## config.mk

```make
export PLATFORM = sky130hd
export DESIGN_NAME = carry_select_subtractor_pipelined_32bits
export DESIGN_NICKNAME = d
export VERILOG_FILES = /design/src/rtl/carry_select_subtractor_pipelined_32bits.sv
export SDC_FILE = /design/constraint.sdc
export NUM_CORES = 1
export LEC_CHECK = 0
export BUFFER_PORTS_ARGS = -buffer_cell sky130_fd_sc_hd__buf_2
export CAP_MARGIN = 25
export CORE_MARGIN = 5
export CORE_UTILIZATION = 35
export CTS_CLUSTER_SIZE = 24
export DETAILED_ROUTE_END_ITERATION = 8
export PLACE_DENSITY = 0.66
export SLEW_MARGIN = 10
export SYNTH_ARGS = -nofsm -noshare
export SYNTH_HDL_FRONTEND = slang
export SYNTH_SLANG_ARGS = --single-unit
```

## constraint.sdc

```tcl
create_clock -name clk -period 3.8 [get_ports clk]
set_clock_uncertainty 0.2 [all_clocks]
set_input_delay 0.19 -clock clk [delete_from_list [all_inputs] [get_ports clk]]
set_output_delay 0.19 -clock clk [all_outputs]
set_load 0.02 [all_outputs]
```

## src/rtl/carry_select_subtractor_pipelined_32bits.sv

```systemverilog
// Two-stage pipelined carry-select subtractor: D = A - B - Bin, computed as A + ~B + ~Bin.
// The stage-1 register sits at a block boundary; stage 2 resolves the high carry-select chain.
module carry_select_subtractor_pipelined_32bits #(
  parameter int unsigned WIDTH                      = 32,
  parameter int unsigned BLOCK_AMOUNT               = 5,
  parameter int unsigned BLOCKS [BLOCK_AMOUNT]      = '{4, 10, 16, 24, 32},
  parameter int unsigned PIPE_CUT                   = 2
) (
  input  logic             clk,
  input  logic             rst,
  input  logic             in_valid,
  output logic             in_ready,
  input  logic [WIDTH-1:0] A,
  input  logic [WIDTH-1:0] B,
  input  logic             Bin,
  output logic             out_valid,
  input  logic             out_ready,
  output logic [WIDTH-1:0] D,
  output logic             Bout,
  output logic             V,
  output logic             Z
);

  localparam int unsigned B0_W    = BLOCKS[0];
  localparam int unsigned CUT_BIT = BLOCKS[PIPE_CUT];
  localparam int unsigned HI_W    = WIDTH - CUT_BIT;
  localparam int unsigned NUM_HI  = BLOCK_AMOUNT - 1 - PIPE_CUT;

  // Parameter sanity: partition must tile the word and the cut must leave at least one high block
  generate
    if (BLOCKS[BLOCK_AMOUNT-1] != WIDTH) begin : g_err_width
      $error("BLOCKS[BLOCK_AMOUNT-1] must equal WIDTH");
    end
    if (PIPE_CUT >= BLOCK_AMOUNT - 1) begin : g_err_cut
      $error("PIPE_CUT must be below BLOCK_AMOUNT-1");
    end
    if (BLOCKS[0] == 0) begin : g_err_first
      $error("BLOCKS must be strictly increasing from a nonzero first block");
    end
    for (genvar k = 1; k < BLOCK_AMOUNT; k++) begin : g_chk
      if (BLOCKS[k] <= BLOCKS[k-1]) begin : g_err_order
        $error("BLOCKS must be strictly increasing");
      end
    end
  endgenerate

  // ---------------------------------------------------------------------------
  // Stage 1 combinational: inverted subtrahend, ripple block 0, dual-sum blocks
  // ---------------------------------------------------------------------------
  logic [WIDTH-1:0]  b_inv;
  logic              cin;
  logic [B0_W-1:0]   r0_sum;
  logic              r0_c;
  logic [CUT_BIT-1:0] lo_diff;
  logic [PIPE_CUT:0] cy_lo;
  logic [HI_W-1:0]   hi_sum0;
  logic [HI_W-1:0]   hi_sum1;
  logic [NUM_HI-1:0] hi_c0;
  logic [NUM_HI-1:0] hi_c1;

  assign b_inv = ~B;
  assign cin   = ~Bin;

  always_comb begin
    logic c;
    c      = cin;
    r0_sum = '0;
    for (int unsigned i = 0; i < B0_W; i++) begin
      r0_sum[i] = A[i] ^ b_inv[i] ^ c;
      c         = (A[i] & b_inv[i]) | (c & (A[i] ^ b_inv[i]));
    end
    r0_c = c;
  end

  assign lo_diff[B0_W-1:0] = r0_sum;
  assign cy_lo[0]          = r0_c;

  // Each upper block precomputes carry-in 0 and carry-in 1 results
  generate
    for (genvar k = 1; k < BLOCK_AMOUNT; k++) begin : g_blk
      localparam int unsigned LO = BLOCKS[k-1];
      localparam int unsigned W  = BLOCKS[k] - BLOCKS[k-1];
      localparam int unsigned WP = W + 1;
      logic [W:0] t0;
      logic [W:0] t1;

      assign t0 = WP'(A[LO+:W]) + WP'(b_inv[LO+:W]);
      assign t1 = WP'(A[LO+:W]) + WP'(b_inv[LO+:W]) + WP'(1'b1);

      if (k <= PIPE_CUT) begin : g_lo
        assign cy_lo[k]      = cy_lo[k-1] ? t1[W] : t0[W];
        assign lo_diff[LO+:W] = cy_lo[k-1] ? t1[W-1:0] : t0[W-1:0];
      end else begin : g_hi
        localparam int unsigned J   = k - PIPE_CUT - 1;
        localparam int unsigned OFF = LO - CUT_BIT;
        assign hi_sum0[OFF+:W] = t0[W-1:0];
        assign hi_sum1[OFF+:W] = t1[W-1:0];
        assign hi_c0[J]        = t0[W];
        assign hi_c1[J]        = t1[W];
      end
    end
  endgenerate

  // ---------------------------------------------------------------------------
  // Pipeline registers
  // ---------------------------------------------------------------------------
  logic               s1_v_q,      s1_v_d;
  logic [CUT_BIT-1:0] s1_lo_q,     s1_lo_d;
  logic               s1_cut_c_q,  s1_cut_c_d;
  logic [HI_W-1:0]    s1_sum0_q,   s1_sum0_d;
  logic [HI_W-1:0]    s1_sum1_q,   s1_sum1_d;
  logic [NUM_HI-1:0]  s1_c0_q,     s1_c0_d;
  logic [NUM_HI-1:0]  s1_c1_q,     s1_c1_d;
  logic               s1_a_msb_q,  s1_a_msb_d;
  logic               s1_b_msb_q,  s1_b_msb_d;

  logic               out_valid_q, out_valid_d;
  logic [WIDTH-1:0]   d_q,         d_d;
  logic               bout_q,      bout_d;
  logic               v_q,         v_d;
  logic               z_q,         z_d;

  // ---------------------------------------------------------------------------
  // Stage 2 combinational: select chain from the registered cut carry
  // ---------------------------------------------------------------------------
  logic [NUM_HI-1:0] hi_cy;
  logic [HI_W-1:0]   hi_diff;
  logic [WIDTH-1:0]  diff_full;

  generate
    for (genvar j = 0; j < NUM_HI; j++) begin : g_sel
      localparam int unsigned K   = PIPE_CUT + 1 + j;
      localparam int unsigned OFF = BLOCKS[K-1] - CUT_BIT;
      localparam int unsigned W   = BLOCKS[K] - BLOCKS[K-1];
      logic sel_c;

      if (j == 0) begin : g_first
        assign sel_c = s1_cut_c_q;
      end else begin : g_next
        assign sel_c = hi_cy[j-1];
      end

      assign hi_cy[j]          = sel_c ? s1_c1_q[j] : s1_c0_q[j];
      assign hi_diff[OFF+:W]   = sel_c ? s1_sum1_q[OFF+:W] : s1_sum0_q[OFF+:W];
    end
  endgenerate

  assign diff_full = {hi_diff, s1_lo_q};

  // ---------------------------------------------------------------------------
  // Handshake and next-state
  // ---------------------------------------------------------------------------
  logic s2_adv;
  logic s1_adv;
  logic accept;
  logic s2_load;

  always_comb begin
    s2_adv      = ~out_valid_q | out_ready;
    s1_adv      = ~s1_v_q | s2_adv;
    accept      = in_valid & s1_adv;
    s2_load     = s2_adv & s1_v_q;

    s1_v_d      = s1_v_q;
    s1_lo_d     = s1_lo_q;
    s1_cut_c_d  = s1_cut_c_q;
    s1_sum0_d   = s1_sum0_q;
    s1_sum1_d   = s1_sum1_q;
    s1_c0_d     = s1_c0_q;
    s1_c1_d     = s1_c1_q;
    s1_a_msb_d  = s1_a_msb_q;
    s1_b_msb_d  = s1_b_msb_q;
    out_valid_d = out_valid_q;
    d_d         = d_q;
    bout_d      = bout_q;
    v_d         = v_q;
    z_d         = z_q;

    if (s1_adv) begin
      s1_v_d = accept;
    end
    if (accept) begin
      s1_lo_d    = lo_diff;
      s1_cut_c_d = cy_lo[PIPE_CUT];
      s1_sum0_d  = hi_sum0;
      s1_sum1_d  = hi_sum1;
      s1_c0_d    = hi_c0;
      s1_c1_d    = hi_c1;
      s1_a_msb_d = A[WIDTH-1];
      s1_b_msb_d = B[WIDTH-1];
    end

    if (s2_adv) begin
      out_valid_d = s1_v_q;
    end
    // Result registers only move when a real stage-1 entry advances
    if (s2_load) begin
      d_d    = diff_full;
      bout_d = ~hi_cy[NUM_HI-1];
      v_d    = (s1_a_msb_q ^ s1_b_msb_q) & (s1_a_msb_q ^ diff_full[WIDTH-1]);
      z_d    = ~|diff_full;
    end
  end

  always_ff @(posedge clk) begin
    if (rst) begin
      s1_v_q      <= 1'b0;
      s1_lo_q     <= '0;
      s1_cut_c_q  <= 1'b0;
      s1_sum0_q   <= '0;
      s1_sum1_q   <= '0;
      s1_c0_q     <= '0;
      s1_c1_q     <= '0;
      s1_a_msb_q  <= 1'b0;
      s1_b_msb_q  <= 1'b0;
      out_valid_q <= 1'b0;
      d_q         <= '0;
      bout_q      <= 1'b0;
      v_q         <= 1'b0;
      z_q         <= 1'b0;
    end else begin
      s1_v_q      <= s1_v_d;
      s1_lo_q     <= s1_lo_d;
      s1_cut_c_q  <= s1_cut_c_d;
      s1_sum0_q   <= s1_sum0_d;
      s1_sum1_q   <= s1_sum1_d;
      s1_c0_q     <= s1_c0_d;
      s1_c1_q     <= s1_c1_d;
      s1_a_msb_q  <= s1_a_msb_d;
      s1_b_msb_q  <= s1_b_msb_d;
      out_valid_q <= out_valid_d;
      d_q         <= d_d;
      bout_q      <= bout_d;
      v_q         <= v_d;
      z_q         <= z_d;
    end
  end

  assign in_ready  = s1_adv;
  assign out_valid = out_valid_q;
  assign D         = d_q;
  assign Bout      = bout_q;
  assign V         = v_q;
  assign Z         = z_q;

endmodule

```

==> results of run 1 <==
worst paths after layout:
check | startpoint | to
max | B[0] | s1_lo_q[12]$_SDFFE_PP0P_
min | B[2] | s1_lo_q[2]$_SDFFE_PP0P_
max reg2reg | g_sel[0].sel_c$_SDFFE_PP0P_ | V$_SDFFE_PP0P_
min reg2reg | D[4]$_SDFFE_PP0P_ | D[4]$_SDFFE_PP0P_
layout by cell type (no fill, tap or decap), types with 9 or more instances in the layout:
| cell type | Yosys | layout |
|---|---|---|
| sky130_fd_sc_hd__buf_2 | 0 | 105 |
| sky130_fd_sc_hd__dfxtp_1 | 92 | 92 |
| sky130_fd_sc_hd__nor2_1 | 86 | 86 |
| sky130_fd_sc_hd__nand2_1 | 85 | 85 |
| sky130_fd_sc_hd__a21oi_1 | 57 | 57 |
| sky130_fd_sc_hd__inv_1 | 47 | 47 |
| sky130_fd_sc_hd__a211oi_1 | 39 | 39 |
| sky130_fd_sc_hd__ha_1 | 32 | 32 |
| sky130_fd_sc_hd__mux2i_1 | 19 | 19 |
| sky130_fd_sc_hd__nor3_1 | 16 | 16 |
| sky130_fd_sc_hd__xor2_1 | 15 | 15 |
| sky130_fd_sc_hd__xnor2_1 | 15 | 15 |
| sky130_fd_sc_hd__nand3_1 | 13 | 13 |
| sky130_fd_sc_hd__o21ai_0 | 12 | 12 |
| sky130_fd_sc_hd__clkbuf_16 | 0 | 9 |
layer usage:
metal	part of all wire, %	vias to the layer above	wire (um)	global-route usage, %
li1	-	2474	-	-
met1	52	2065	6210	19.3
met2	43	98	5170	20.8
met3	4.4	12	527	2.36
met4	1.0	0	123	3.29
met5	0	-	0	0
tightest hold or removal path: cells and delay by family:
kind            cells  cell delay, ns
fa+ha+maj           1            0.17
buf+inv             1            0.09
compound gates      1            0.06
flip-flops by register name, summed over array words and instances, names as in the netlist, 2 cells and up:
signal	count
s1_c0_q	2
s1_sum1_q	16
s1_sum0_q	16
D	32
s1_lo_q	16
s1_c1_q	2
per-stage QoR:
stage	cell area [um^2]	hold slack, ns	total power, mW	setup slack, ns	cells
finish	6330	0.0232	2.57	0.709	946
detailed placement	6000	0.234	1.77	0.349	926
global placement	6000	0.220	1.76	0.368	926
CTS	6310	0.0264	2.60	0.695	945
floorplan	5290	0.107	1.59	0.591	658
global route	6330	0.0338	2.73	0.487	946
cells by family (layout without fill, tap and decap cells):
logic type / after synthesis / after routing / share of synthesized area [%]
AO/OA/AOI/OAI: 148 / 148 / 18.6
XOR/XNOR: 31 / 31 / 5.27
adder cells (fa/ha/maj): 40 / 40 / 10.6
buffers and inverters: 80 / 180 / 5.67
flip-flops: 92 / 92 / 34.8
multiplexers: 20 / 20 / 3.81
AND/OR/NAND/NOR: 247 / 247 / 21.2
report_power, final:
| group | leakage, nW | switching, mW | internal, mW |
|---|---|---|---|
| sequential | 0.758 | 0.0578 | 1.04 |
| combinational | 1.95 | 0.373 | 0.273 |
| clock | 0.135 | 0.352 | 0.474 |
| total | 2.84 | 0.782 | 1.79 |
final cells by class:
cell class,count,area (um^2)
Fill cell,1510,8710
Clock buffer,13,260
Sequential cell,92,1840
Inverter,48,180
Tap cell,188,235
Clock inverter,2,10.0
Timing Repair Buffer,117,638
Multi-Input combinational cell,486,3160
==> results, run 1 <==
- The run finished with clean final reports.
- The height of the die is 133 um.
- The total number of vias is ~4600.
- The total track usage is 13.4%.
- For this run, the top clock speed supported by timing is around 320 MHz.
- The number of gates resized after CTS is 0.
- The proportion of layout cells with a drive suffix above 1 is around 18%.
- The number of cells on the critical path is 14.
- The hold buffer count at CTS is 4.
- The CTS tree is done.
- On the critical path the largest part of the delay comes from adder cells.
- The setup path with the least slack is of type in2reg.
- The kind of start point of the critical path is a primary input.
- The mean routed wirelength per cell is 12.7 um.
- The worst ir drop on vdd is about 0.22 mV.
- In this design, the stage delay of the slowest critical-path cell is 0.37 ns.
- The first global-routing pass estimated ~20 mm of wire.
- The routability-driven placement congestion ratio is 0.780.
- The largest total area in the synthesized netlist belongs to sky130_fd_sc_hd__dfxtp_1.
- Counting instances, the worst hold path has a depth of 3.
- The via count of the first global-routing pass is 4191.
- Setup violations remaining at the end of the flow were counted as 0.
- The number of cells produced by synthesis is 658.
- For the pin with the worst max-slew slack, the measured transition is 0.766 ns.
- At the worst endpoint, the arrival time is 3.12 ns.
- In this run the worst hold path is classified as in2reg.
- The count of flip-flops with a built-in enable after synthesis is 0.
- The pin count of the biggest net entering global routing is 53.
- The relative slew slack is between 40 and 50%.
- The slowest cell on the critical path is sky130_fd_sc_hd__fa_1.
- The floorplan row count is 45.
- The number of cells on the worst reg-to-reg path is 5.
- Yosys attributes the largest share of cell area to sky130_fd_sc_hd__dfxtp_1, sky130_fd_sc_hd__ha_1, sky130_fd_sc_hd__nor2_1, sky130_fd_sc_hd__nand2_1, sky130_fd_sc_hd__a211oi_1.
- The cell with the most instances after synthesis is sky130_fd_sc_hd__dfxtp_1.
- The area enclosed by the die boundary is 17700 um^2.
- The clock transition at the registers of the reported paths is 0.06 ns.
- The post-synthesis instance area is ~5300 um^2.
- The most used flip-flop cell after synthesis is sky130_fd_sc_hd__dfxtp_1.
- Power spread over the standard cell area amounts to 407 nW/um^2.
- During I/O placement, the number of pins put on the boundary was 106.
- Once detail routing completed, the nets flagged for antenna violations numbered 0.
- STA classifies the critical path endpoint as a flip-flop.
- Detailed placement ended at an HPWL of 9.12 mm.
- The quantity of I/O buffers inserted on ports is between 100 and 150.
- The maximum fanout count along the critical path is 8.
- The clock drives 92 sinks.
- The number of distinct library cells after synthesis is between 50 and 60.
- The number of diodes added for antenna fixing is 0.
- The number of levels in the clock H-tree is 3.
- CTS placed an instance of sky130_fd_sc_hd__clkbuf_16 at the clock tree root.
- The tool flagged a number of max-cap violations equal to 0.
- The initial antenna violation count is 0.
- A synthesized cell averages 8.05 um^2.
- Sorting the synthesized cells by how often they occur yields sky130_fd_sc_hd__dfxtp_1, sky130_fd_sc_hd__nor2_1, sky130_fd_sc_hd__nand2_1.
- In this design, the critical path's most frequently occurring cell is sky130_fd_sc_hd__fa_1.
- The number of nets in the layout is 863.
- The final count of pins violating max slew is 0.
- The fraction of registers with async set/reset is 0%.
- The number of hold-slack violations in the final timing report is 0.
- The standard cell core area is 15000 um^2.
- The total wirelength of the detailed-routed design is 12.0 mm.
- In this run the post-CTS setup repair buffer count came out at 0.
- The maximum clock insertion buffer count is 2.
- After synthesis, the largest area contributor takes up around a third of total cell area.
- The initial cell density of the core is about a third.
- Counting every net in the synthesized netlist gives 767.
- The static power due to leakage is 2.84 nW.
- At the later pin of the worst-skew pair, clock insertion delay measures 0.34 ns.
- The minimum period implied by the final worst setup slack is about 3.1 ns.
- The DRC violation count after routing is 0.
- From synthesis to final layout, the design area changed by 19.5%.
- Using the TritonRoute via totals, the vias-per-cell ratio works out to between 4 and 5.
- The die width is 133 um.
- STA puts the critical path data required time at approximately 3.8 ns.
- For this run, the detailed router's first-pass iteration total came to 4.
- During synthesis, Yosys emitted a total of 0 warnings.
- The proportion of synthesized chip area in sequential cells is 34.8%.
- The overflow left after global routing is 0.
- The period utilization is ~81%.
- The detailed router finished its first iteration with 210 violations.
- The number of clock buffers added by TritonCTS is 9.
- The signal on the critical path passes through buf_2, inv_1, fa_1, inv_1, fa_1, fa_1, inv_1, fa_1, nand2_1, or2_2, nor4_4, xor2_2, a2111oi_0, a211o_1.
- Together, buffers and inverters on the worst path number 4.
- The slack of the worst reg-to-reg path is 1.25 ns.
- The register bit count reported by yosys is 92.
- The final setup TNS is 0 ns.
- Setup repair after global routing left no endpoint under its margin.
- The final core utilization is 42.1%.
Note: power is estimated with default switching activity, not from simulation.
==> run 2, diff against run 1 <==
- clock period: 3.8 -> 3.2 ns (I/O delays scaled with it)
==> run 2 against run 1 <==
Core utilization increased by 0.75 points. Combinational power increased by 20%. Clock power increased by 48%. Register-to-register slack got worse by 0.23 ns. Clock-buffer cell count decreased by 4. Power increased by 28%. Non-clock buffer count increased by 6. Design area increased by 1.8%. Critical endpoint unchanged. Cell count increased by 0.74%. Sequential share of layout area decreased by 0.51 points.
==> results, run 2 (same netlist as run 1, synthesis figures left out) <==
- The total number of vias is 4607.
- In this run the clock root is driven by a sky130_fd_sc_hd__clkbuf_16.
- By instance count, the cell type seen most on the critical path is sky130_fd_sc_hd__fa_1.
- The max-cap violation count is 0.
- The total track usage is 13.1%.
- The via count of the first global-routing pass was between 4000 and 5000.
- The count of boundary I/O pins is 106.
- The design draws 3.30 mW.
- The die is between 100 and 150 um tall.
- The peak clock frequency supported by timing is ~340 MHz.
- For this run, the slowest stage of the critical path takes 0.38 ns.
- CTS built an H-tree with a depth of 3.
- The total clock sinks is between 90 and 100.
- Walking the worst path, the cells encountered are buf_2, inv_1, fa_1, inv_1, fa_1, fa_1, inv_1, fa_1, nand2_1, or2_2, nor4_4, xor2_2, a2111oi_0, a211o_1.
- The overflow left after global routing is 0.
- The worst min-delay path class is in2reg.
- The slack of the worst reg-to-reg path is 1.02 ns.
- The minimum setup slack in the final design is 0.275 ns.
- For this block, the routed nets add up to 12.0 mm of wire.
- OpenSTA, run right after detailed placement, puts the worst setup slack at -0.220 ns.
- The fraction of met1 tracks used by global routing is a little under a fifth.
- The post-CTS setup-driven buffer insertion count is 0.
- The nature of the critical path endpoint is a flip-flop.
- The number of flip-flops under the largest register name is 32.
- IR analysis of the VDD net gives a maximum drop of 0.281 mV.
- For this run, design rule violations remaining after detail routing come to 0.
- The initial antenna violation count is 0.
- The endpoint of the lowest-slack register-to-register path is s1_c1_q[1]$_SDFFE_PP0P_.
- The die covers 17700 um^2.
- Among all stages on the critical path, the largest delay is contributed by sky130_fd_sc_hd__fa_1.
- The kind of start point of the critical path is a primary input.
- The number of setup violations in the final report is 0.
- In this run the horizontal extent of the chip is 133 um.
- The static power due to leakage is roughly 2.9 nW.
- Setup repair after global routing left no endpoint under its margin.
- The relative slew slack is 48.8%.
- The number of gates resized after CTS is 0.
- Counting cells, the worst reg-to-reg path comes to 6.
- The endpoint arrival time on the critical path is 2.96 ns.
- The floorplan step defined a core boundary enclosing around 15000 um^2.
- Cells fill 42.8% of the core in the end.
- The wire-length estimate of the detail-placed layout is 9.34 mm.
- In this run the deepest clock path goes through 2 buffers.
- After clock tree synthesis, the clock-pin slew on the worst setup and hold paths is 0.07 ns.
- The launch instance of the worst register-to-register path is out_valid$_SDFFE_PP0P_.
- The number of diodes added for antenna fixing is 0.
- After detailed routing, the average wire length per cell comes to 12.5 um.
- The number of iterations in the first detailed-routing pass is 4.
- In this run the most used layer during global routing was met2.
- The global-route wire length before repair is about 19 mm.
- The floorplan has between 40 and 50 rows.
- The DRC marker count from the first detailed-route iteration is 213.
- The routability-driven placement congestion ratio is about 0.78.
- Following the worst setup path forward leads to its endpoint at s1_lo_q[12]$_SDFFE_PP0P_.
- The number of nets in the layout is 869.
- The most critical setup path has its startpoint at B[0].
- The number of vias per cell after detailed routing is 4.83.
- The run finished with clean final reports.
- The final count of pins violating max slew is 0.
- The required time of the worst setup path is 3.24 ns.
- The number of hold-slack violations in the final timing report is 0.
- Of the cells placed in the final design, the portion with a size suffix greater than 1 is roughly a fifth.
- The clock buffer count from CTS is 9.
- The smallest clock period supported by the final layout is computed as 2.92 ns.
- Global routing used 2.78% of the available met3 tracks.
- Dividing total power by cell area gives a power density of 512 nW/um^2.
- The most common library cell in the layout ignoring fill and taps is sky130_fd_sc_hd__buf_2.
- For met2 alone, demand over resource in global routing was 20.1%.
- For the pin with the worst max-slew slack, the measured transition is around 0.76 ns.
- Summed over all failing endpoints, the final setup total negative slack is 0 ns.
- The period utilization is 91.4%.
- The maximum fanout count along the critical path is 8.
- TritonCTS built the clock tree.
- In this run the remaining antenna-violating nets after routing total 0.
- The initial cell density of the core is 35.2%.
- Entering global routing, the biggest net connects 54 pins.
- At the later pin of the worst-skew pair, clock insertion delay measures 0.34 ns.
- The library cells used most frequently in the layout, excluding fill and tap cells, are sky130_fd_sc_hd__buf_2, sky130_fd_sc_hd__dfxtp_1, sky130_fd_sc_hd__nor2_1.
- The type of the worst setup path is in2reg.
- Compared with the post-synthesis result, the final layout area differs by 21.6%.
- Input and output buffers added on the ports amount to 105.
## run 2: how the worst min path moves through the flow
stage / slack [ns] / start / to / cells past startpoint
after floorplan: 0.08 / in_valid / s1_v_q$_SDFFE_PP0N_ / 2
after global placement: 0.20 / in_valid / s1_v_q$_SDFFE_PP0N_ / 3
after detailed placement: 0.22 / in_valid / s1_v_q$_SDFFE_PP0N_ / 3
after CTS: 0.04 / B[17] / s1_sum0_q[1]$_SDFFE_PP0P_ / 3
after global routing: 0.07 / A[2] / s1_lo_q[2]$_SDFFE_PP0P_ / 4
final: 0.04 / B[17] / s1_sum0_q[1]$_SDFFE_PP0P_ / 3
## run 2: per-stage QoR
step	instances	hold WS (ns)	area, um^2
2_1_floorplan	658	0.0774	5290
3_3_place_gp	931	0.197	6030
3_5_place_dp	931	0.217	6030
4_1_cts	953	0.0439	6440
5_1_grt	953	0.0720	6440
6_report	953	0.0431	6440
## run 2: power by group
group | leakage [nW] | internal (mW) | switching [mW] | total, mW
sequential | 0.758 | 1.24 | 0.0651 | 1.31
combinational | 1.97 | 0.329 | 0.446 | 0.775
clock | 0.166 | 0.767 | 0.450 | 1.22
total | 2.90 | 2.34 | 0.961 | 3.30
## run 2: cell type report
type	count	area, um^2
Fill cell	1513	8590
Multi-Input combinational cell	486	3160
Sequential cell	92	1840
Timing Repair Buffer	123	676
Tap cell	188	235
Clock buffer	9	225
Inverter	48	180
Clock inverter	7	120
## run 2: what timing repair did
item / 4_1_cts / 5_1_grt
endpoints found under the hold margin: 6 / 0
setup endpoints to repair: 0 / 1
hold buffers: 6 / 0
## run 2: layer usage
metal,share of wire [%],up-vias
met5,0,-
met4,1.3,0
met3,5.1,9
met2,44,95
met1,50,2014
li1,-,2489
## run 2: worst max-delay path, delay by kind of cell
family / cells / cell delay [ns]
adder cells (fa/ha/maj): 4 / 1.11
AND/OR/NAND/NOR: 3 / 0.64
AO/OA/AOI/OAI: 2 / 0.41
XOR/XNOR: 1 / 0.35
buffers and inverters: 4 / 0.28
==> run 3, diff against run 2 <==
- clock period: 3.2 -> 3.6 ns (I/O delays scaled with it)
==> run 3 against run 2 <==
Clock power fell by 30%. Largest cell class unchanged. Routed wire length rose by 2.1%. Global-route usage up 0.43 points. Core utilization fell by 0.64 points. Cell count down 0.42%. Die area is the same. Via count up 0.24%.
==> results, run 3 (same netlist as run 1, synthesis figures left out) <==
- The number of diodes added for antenna fixing is 0.
- The power share of the clock group is 31.7%.
- Power spread over the standard cell area amounts to 427 nW/um^2.
- The flow ran to the end, and the final reports show no timing, DRC or antenna violations.
- After detailed routing, the number of remaining DRC violations is 0.
- The hold buffer count at CTS is 4.
- The initial antenna violation count came to 0.
- The floorplan step defined a core boundary enclosing about 15000 um^2.
- The post-detailed-route count of antenna-violating nets is 0.
- Row generation in the floorplan step produced 45 rows.
- Sequential cells account for a little over two fifths of the total power.
- The area growth from synthesis to layout is 19.8%.
- In this run the clock root is driven by a sky130_fd_sc_hd__clkbuf_16.
- The die width is 133 um.
- 106 I/O pins were placed.
- The DRC marker count from the first detailed-route iteration is between 150 and 200.
- The number of gates resized after CTS is 0.
- VDD sags by at most 0.202 mV.
- Derived from the worst setup path, the maximum achievable clock frequency is roughly 330 MHz.
- The final count of pins violating max slew was 0.
- Clock-pin slew was measured on the worst setup and hold paths at about 0.060 ns.
- For the worst setup path, the data arrival time is just over 3 ns.
- The number of standard cells in the layout, taps in and fillers out is 949.
- The total clock sinks is approximately 90.
- Walking the worst path, the cells encountered are buf_2, inv_1, fa_1, inv_1, fa_1, fa_1, inv_1, fa_1, nand2_1, or2_2, nor4_4, xor2_2, a2111oi_0, a211o_1.
- Adding up every negative setup slack in the final design gives 0 ns.
- The static power due to leakage is 2.84 nW.
- For met2 alone, demand over resource in global routing was 20.4%.
- The number of levels in the clock H-tree is 3.
- In the final design database the tool counted 865 nets.
- Setup repair after global routing left no endpoint under its margin.
- The number of iterations in the first detailed-routing pass is 4.
- Combinational logic is responsible for between 20% and 30% of the overall power.
- The most numerous cell type found on the critical path is sky130_fd_sc_hd__fa_1.
- Leaving out fill and tap cells, the most frequent cells in the layout are sky130_fd_sc_hd__buf_2, sky130_fd_sc_hd__dfxtp_1, sky130_fd_sc_hd__nor2_1.
- The period utilization is 85.4%.
- The total track usage is 13.6%.
- The relative slew slack is about half.
- The worst setup path is launched from a primary input.
- The clock passes through at most 2 buffers.
- The half-perimeter wire length after placement is 9.46 mm.
- Subtracting the final worst setup slack from the clock period gives 3.07 ns.
- The clock reaches the later pin of the worst-skew pair after 0.33 ns.
- The internal power of the cells totals 1.88 mW.
- Cells with a size suffix above 1 make up 18.5% of the layout.
- The largest single stage delay on the critical path is 0.37 ns.
- Setup violations remaining at the end of the flow were counted as 0.
- The height of the die is approximately 130 um.
- In this run switching power makes up a little under a third of total power.
- TritonCTS built the clock tree.
- For met3 alone, demand over resource in global routing was between 2 and 3%.
- Using the TritonRoute via totals, the vias-per-cell ratio works out to 4.87.
- The register with the most flip-flops in the layout has 32 of them.
- The worst setup path is captured at a flip-flop.
- The type of the worst setup path is in2reg.
- Along the worst path, the maximum fanout reaches 8.
- The total wirelength of the detailed-routed design is ~12 mm.
- The area enclosed by the die boundary is 17700 um^2.
- For the pin with the worst max-slew slack, the measured transition is 0.753 ns.
- On the critical path, the stage with the largest delay is an instance of sky130_fd_sc_hd__fa_1.
- The clock buffer count from CTS is 9.
- On the final layout, the worst hold slack is 0.00886 ns.
- The max-cap violation count is 0.
- The highest-utilization routing layer at the global route stage is met2.
- The total instance count after detailed placement is a little over 900.
- The post-CTS setup-driven buffer insertion count is 0.
- The worst min-delay path class is in2reg.
- The number of hold-slack violations in the final timing report is 0.
- The quantity of I/O buffers inserted on ports is 105.
- The required time of the worst setup path is around 3.6 ns.
- The via count of the first global-routing pass was 4164.
- In this run the power spent charging and discharging nets is 0.829 mW.
- The pin count of the biggest net entering global routing is 51.
- The total number of vias is 4618.
- The count of filler cells inserted in the layout is 1550.
- The global-route wire length before repair is just over 20 mm.
- The fraction of met1 tracks used by global routing is 19.9%.
- The mean routed wirelength per cell is 12.9 um.
- Once the floorplan was initialized, standard cells occupied a little over a third of the core.
- At the end of routability-driven placement, the weighted congestion stood at ~0.77.
- The most common library cell in the layout ignoring fill and taps is sky130_fd_sc_hd__buf_2.
- The overflow left after global routing is 0.
==> run 3: cell count changes in the layout (fill, tap and decap cells not counted), moves of 2 or more <==
cell,previous run,this run
sky130_fd_sc_hd__buf_4,12,9
sky130_fd_sc_hd__bufinv_16,3,0
sky130_fd_sc_hd__clkbuf_1,0,2
sky130_fd_sc_hd__dlygate4sd3_1,6,4
sky130_fd_sc_hd__inv_6,2,0
==> run 3: cell type report <==
class	instances	area (um^2)	area share (%)
multi-input cells	486	3160	49.8
flip-flops and latches	92	1840	29.0
repair buffers	119	653	10.3
clock buffers	12	246	3.89
well taps	188	235	3.71
inverters	48	180	2.84
clock inverters	4	25.0	0.395
==> run 3: worst max-delay path, delay by kind of cell <==
| family | cells | cell delay (ns) |
|---|---|---|
| simple gates | 3 | 0.77 |
| fa+ha+maj | 4 | 1.10 |
| buf+inv | 4 | 0.26 |
| xor+xnor | 1 | 0.36 |
| compound gates | 2 | 0.42 |
==> run 3: per-layer routing <==
metal | vias up | wire length (um)
li1 | 2468 | -
met1 | 2055 | 6310
met2 | 84 | 5270
met3 | 11 | 495
met4 | 0 | 127
met5 | - | 0
==> run 3: metrics by stage <==
stage | power, mW | utilization (%) | worst slack (ns) | cell area [um^2]
after floorplan | 1.68 | - | 0.401 | 5290
after global placement | 1.86 | 40.0 | 0.205 | 6010
after detailed placement | 1.87 | 40.0 | 0.146 | 6010
after CTS | 2.74 | 42.1 | 0.509 | 6320
after global routing | 2.88 | 42.2 | 0.260 | 6340
final | 2.71 | 42.2 | 0.527 | 6340
==> run 3: path summary, 6_finish.rpt <==
path / from / endpoint / slack [ns] / depth (start not counted)
worst max-delay path: B[0] / s1_lo_q[12]$_SDFFE_PP0P_ / 0.53 / 14
worst min-delay path: B[1] / s1_lo_q[1]$_SDFFE_PP0P_ / 0.009 / 3
worst max register to register: g_sel[0].sel_c$_SDFFE_PP0P_ / V$_SDFFE_PP0P_ / 1.04 / 5
worst min register to register: D[0]$_SDFFE_PP0P_ / D[0]$_SDFFE_PP0P_ / 0.25 / 2
==> run 3: power by group through the flow <==
stage          sequential, mW  clock, mW  combinational (mW)
6_report                 1.17      0.857               0.683
5_1_grt                  1.18      0.929               0.772
4_1_cts                  1.17      0.883               0.687
3_5_place_dp             1.19          0               0.681
3_3_place_gp             1.18          0               0.675
2_1_floorplan            1.19          0               0.482
